`src/rtl/vedic_mul_pipe.sv`:
```
// Purpose: pipelined Vedic (Urdhva-Tiryagbhyam) multiplier, signed or unsigned per operation.
// Latency: 3 clk from input transfer to out_valid; one result per cycle when out_ready is held high.
// Backpressure: a single advance enable freezes every stage while out_valid is held and out_ready is low.
module vedic_mul_pipe #(
    parameter int WIDTH     = 8,
    parameter int SIGNED_EN = 1
) (
    input  logic                 clk,
    input  logic                 rst_n,
    input  logic                 in_valid,
    output logic                 in_ready,
    input  logic [WIDTH-1:0]     a,
    input  logic [WIDTH-1:0]     b,
    input  logic                 signed_mode,
    output logic                 out_valid,
    input  logic                 out_ready,
    output logic [2*WIDTH-1:0]   product,
    output logic                 busy
);

    localparam int  HALF = WIDTH / 2;
    localparam int  PW   = 2 * WIDTH;
    localparam int  XW   = 2 * WIDTH + 1;
    localparam bit  SEN  = (SIGNED_EN != 0);

    logic             adv;

    // stage 1: raw operands plus effective sign mode
    logic             s1_vld;
    logic             s1_sm;
    logic [WIDTH-1:0] s1_a;
    logic [WIDTH-1:0] s1_b;

    // stage 2: the four cross partial products and the result sign
    logic             s2_vld;
    logic             s2_neg;
    logic [WIDTH-1:0] s2_hh;
    logic [WIDTH-1:0] s2_hl;
    logic [WIDTH-1:0] s2_lh;
    logic [WIDTH-1:0] s2_ll;

    logic             a_neg;
    logic             b_neg;
    logic [WIDTH-1:0] mag_a;
    logic [WIDTH-1:0] mag_b;
    logic [HALF-1:0]  a_hi;
    logic [HALF-1:0]  a_lo;
    logic [HALF-1:0]  b_hi;
    logic [HALF-1:0]  b_lo;
    logic [WIDTH-1:0] pp_hh;
    logic [WIDTH-1:0] pp_hl;
    logic [WIDTH-1:0] pp_lh;
    logic [WIDTH-1:0] pp_ll;

    logic [WIDTH:0]   mid_sum;
    logic [XW-1:0]    sum_x;
    logic [XW-1:0]    res_x;

    assign adv      = !out_valid || out_ready;
    assign in_ready = adv;
    assign busy     = s1_vld || s2_vld || out_valid;

    // -2^(WIDTH-1) negates onto itself, which read unsigned is the correct magnitude
    always_comb begin
        a_neg = s1_sm && s1_a[WIDTH-1];
        b_neg = s1_sm && s1_b[WIDTH-1];
        mag_a = a_neg ? -s1_a : s1_a;
        mag_b = b_neg ? -s1_b : s1_b;
        a_hi  = mag_a[WIDTH-1:HALF];
        a_lo  = mag_a[HALF-1:0];
        b_hi  = mag_b[WIDTH-1:HALF];
        b_lo  = mag_b[HALF-1:0];
        pp_hh = WIDTH'(a_hi) * WIDTH'(b_hi);
        pp_hl = WIDTH'(a_hi) * WIDTH'(b_lo);
        pp_lh = WIDTH'(a_lo) * WIDTH'(b_hi);
        pp_ll = WIDTH'(a_lo) * WIDTH'(b_lo);
    end

    // zero magnitude negates to zero, so no negative-zero can escape
    always_comb begin
        mid_sum = {1'b0, s2_hl} + {1'b0, s2_lh};
        sum_x   = (XW'(s2_hh) << WIDTH) + (XW'(mid_sum) << HALF) + XW'(s2_ll);
        res_x   = s2_neg ? (XW'(0) - sum_x) : sum_x;
    end

    always_ff @(posedge clk or negedge rst_n) begin
        if (!rst_n) begin
            s1_vld    <= 1'b0;
            s1_sm     <= 1'b0;
            s1_a      <= '0;
            s1_b      <= '0;
            s2_vld    <= 1'b0;
            s2_neg    <= 1'b0;
            s2_hh     <= '0;
            s2_hl     <= '0;
            s2_lh     <= '0;
            s2_ll     <= '0;
            out_valid <= 1'b0;
            product   <= '0;
        end else if (adv) begin
            s1_vld    <= in_valid;
            s2_vld    <= s1_vld;
            out_valid <= s2_vld;
            if (in_valid) begin
                s1_a  <= a;
                s1_b  <= b;
                s1_sm <= signed_mode && SEN;
            end
            if (s1_vld) begin
                s2_hh  <= pp_hh;
                s2_hl  <= pp_hl;
                s2_lh  <= pp_lh;
                s2_ll  <= pp_ll;
                s2_neg <= a_neg ^ b_neg;
            end
            if (s2_vld) begin
                product <= PW'(res_x);
            end
        end
    end

endmodule

```
`config.mk`:
```
export PLATFORM = sky130hd
export DESIGN_NAME = vedic_mul_pipe
export DESIGN_NICKNAME = d
export VERILOG_FILES = /design/src/rtl/vedic_mul_pipe.sv
export SDC_FILE = /design/constraint.sdc
export NUM_CORES = 1
export LEC_CHECK = 0
export CORE_ASPECT_RATIO = 1.75
export CORE_MARGIN = 2
export CORE_UTILIZATION = 47
export DETAILED_ROUTE_END_ITERATION = 7
export PLACE_DENSITY = 0.66
export SETUP_SLACK_MARGIN = 0.3
export SYNTH_ARGS = -nofsm -noshare
export SYNTH_HDL_FRONTEND = slang
export SYNTH_SLANG_ARGS = --single-unit
```
`constraint.sdc`:
```
create_clock -name clk -period 4.74 [get_ports clk]
set_input_delay 0.948 -clock clk [delete_from_list [all_inputs] [get_ports clk]]
set_output_delay 0.948 -clock clk [all_outputs]
set_load 0.01 [all_outputs]
```
==> impl_metrics.csv <==
group,metric,value,unit
logic_synthesis,synth_ff_type,"dfrtp_1",
global_routing,first_global_vias,4706,
global_routing,antenna_found_initial,0,
final_layout,final_cell_area,6660,um2
sta,fin_crit_sh,88.6,%
sta,fin_crit,4200,ps
logic_synthesis,synth-seq-cells,69,
min_path,holdPathStages,2,
critical_path,required,4940,ps
logic_synthesis,yosysMostFrequentCell,"nand2_1",
floorplan,die_h,151,um
logic_synthesis,syn_inst,627,
floorplan,core.rowCount,53,
global_routing,grt_pass1_wl,22400,um
sta,hold_slack,477,ps
logic_synthesis,synth_top_cells_by_count,"nand2_1, ha_1, dfrtp_1",
floorplan,io_pins,40,
drt,drc_errors,0,
drt,dr.first_iter.drc_count,176,
cts,post_cts_resized,0,
sta,max_freq,238,MHz
logic_synthesis,synth_area_leaders,"dfrtp_1, ha_1, mux2_2, fa_1, nand2_1",
critical_path,r2r-start,"s1_b[2]",
global_routing,grt_max_degree,56,
min_path,hold_path.startpoint,"product[7]",
sta,tns,0,ps
min_path,min_path_type,"flop to flop",
outcome,outcome,"finished, final reports clean",
critical_path,rr_worst_depth,15,
cts,ctsHoldBuffers,0,
drt,detail_route.vias_per_cell,5.47,
cts,cts_max_level,3,
cts,clk_pin_slew,60,ps
logic_synthesis,syn_nets,736,
drt,vias,4576,
final_layout,n_antenna_cell,0,
sta,slew_viol_final,0,
cts,cts.sinks,69,
cts,clkLatencyLatePin,340,ps
drt,antenna_left,0,
cts,cts_buffer_depth,2,
cts,post-cts-setup-buffer-count,0,
logic_synthesis,synth.distinct_cells,52,
cts,cts_buffers,9,
flow_run,maxCapViolations,0,
drt,finalWirelength,13500,um
final_layout,post_route_cells_drive_above_1_share,10.1,%
critical_path,worstSetupPathType,"flop to flop",
critical_path,worstPathArrival,4400,ps
floorplan,start_util,48.0,%
logic_synthesis,synth_area,5760,um2
sta,rsz0062_at_grt,"no",
logic_synthesis,ys_warn_count,0,
sta,worst_pin_slew,723,ps
logic_synthesis,synth-async-reset-ratio,100,%
sta,setup-violations-final,0,
final_layout,layout-area-overhead-vs-synth,15.5,%
logic_synthesis,yosysTopAreaCell,"dfrtp_1",
logic_synthesis,synth_edf_count,0,
logic_synthesis,synth_top_area_share,30.0,%
logic_synthesis,syn_area_per_cell,9.19,um2
place,place_area,6320,um2
min_path,whs_endpoint,"product[7]",
floorplan,dieArea,13200,um2
global_routing,grt_remaining_overflow,0,
sta,slew_headroom,51.8,%
floorplan,core_area,12000,um2
cts,cts_root_buf,"clkbuf_16",
critical_path,r2r_slack,540,ps
sta,finClkSkew,6.84,ps
critical_path,crit_path_start_kind,"flop",
cts,cts_tree,"built",
sta,final_hold_viol_count,0,
final_layout,fin_util,55.5,%
place,dpl.hpwl,10900,um
critical_path,end_kind,"flop",
place,gp_congestion,1.01,
logic_synthesis,ys_seq_area_share,30.0,%
critical_path,reg2reg_to,"s2_lh[7]",
drt,drtPass1Iterations,5,
critical_path,path_max_fanout,5,
final_layout,num-nets-final,776,
place,io_buffer_count,39,
drt,drt-wirelength-per-cell,16.1,um
global_routing,grtUsageTotal,22.1,%
floorplan,die_w,87.7,um
## state kept, by name, indices dropped and copies added, names as in the netlist, 8 cells and up
signal,flops
product,16
s1_a,8
s1_b,8
s2_hh,8
s2_hl,8
s2_lh,8
s2_ll,8
## cell usage in the layout (no fill, tap or decap), types with 3 or more instances in the layout
| cell | instances |
|---|---|
| nand2_1 | 84 |
| ha_1 | 70 |
| dfrtp_1 | 69 |
| nor2_1 | 64 |
| inv_1 | 47 |
| o21ai_0 | 40 |
| clkdlybuf4s50_1 | 38 |
| mux2_2 | 33 |
| xnor2_1 | 31 |
| xor2_1 | 25 |
| a21oi_1 | 24 |
| fa_1 | 18 |
| a21o_1 | 10 |
| o31ai_1 | 9 |
| clkbuf_16 | 9 |
| nand3_1 | 8 |
| nand2b_1 | 7 |
| nor3_1 | 6 |
| a31oi_1 | 6 |
| buf_4 | 6 |
| and2_1 | 5 |
| o211ai_1 | 5 |
| mux2i_1 | 4 |
| a211oi_1 | 4 |
| o21bai_1 | 4 |
| o311ai_0 | 3 |
| xor2_2 | 3 |
| or4_1 | 3 |
## worst max path at each step
| stage | to | cells after the start | startpoint | slack, ps |
|---|---|---|---|---|
| final | s2_lh[7] | 15 | s1_b[2] | 540 |
| after global routing | s2_lh[7] | 15 | s1_b[2] | 300 |
| after CTS | s2_lh[7] | 16 | s1_b[0] | 350 |
| after detailed placement | s2_lh[7] | 16 | s1_b[0] | 400 |
| after global placement | s2_hh[7] | 16 | s1_b[0] | 500 |
| after floorplan | s2_hh[7] | 16 | s1_b[0] | 1050 |
## per-layer routing
layer,track usage (%),up-vias,share of wire (%)
li1,-,2225,-
met1,22.0,2170,36
met2,40.8,120,55
met3,2.91,61,2.3
met4,15.6,0,6.9
met5,0,-,0
## worst max-delay path, cell delays in order, from the launching register on
cell and delay, ps:
dfrtp_1 430, or3_1 430, nor3_1 300, nor2_1 140, xor2_1 310, nand2_1 120, fa_1 480, fa_1 570
inv_1 80, ha_1 290, a21o_1 150, a21oi_1 230, o21bai_1 90, a21oi_1 180, xor2_1 170, o21ai_0 90
## layout make-up
type	instances	area (um2)
fillers	1075	5340
multi-input cells	494	3790
flip-flops and latches	69	1730
repair buffers	45	430
clock buffers	10	229
well taps	165	206
inverters	48	180
clock inverters	6	93.8
## stage by stage
| step | instances | setup WS (ps) |
|---|---|---|
| 4_1_cts | 837 | 353 |
| 5_1_grt | 837 | 301 |
| 3_3_place_gp | 821 | 501 |
| 2_1_floorplan | 627 | 1050 |
| 3_5_place_dp | 821 | 396 |
| 6_report | 837 | 539 |
## cells by family after synthesis
kind of cell / Yosys count / synth area share [%]
XOR/XNOR: 59 / 9.09
multiplexers: 38 / 7.34
AO/OA/AOI/OAI: 119 / 13.3
flip-flops: 69 / 30.0
adder cells (fa/ha/maj): 88 / 21.4
buffers and inverters: 64 / 4.58
AND/OR/NAND/NOR: 190 / 14.3
Power is left out: the tool's default activity adds up to more than one toggle a clock period on the data nets, which glitch-free logic cannot reach.
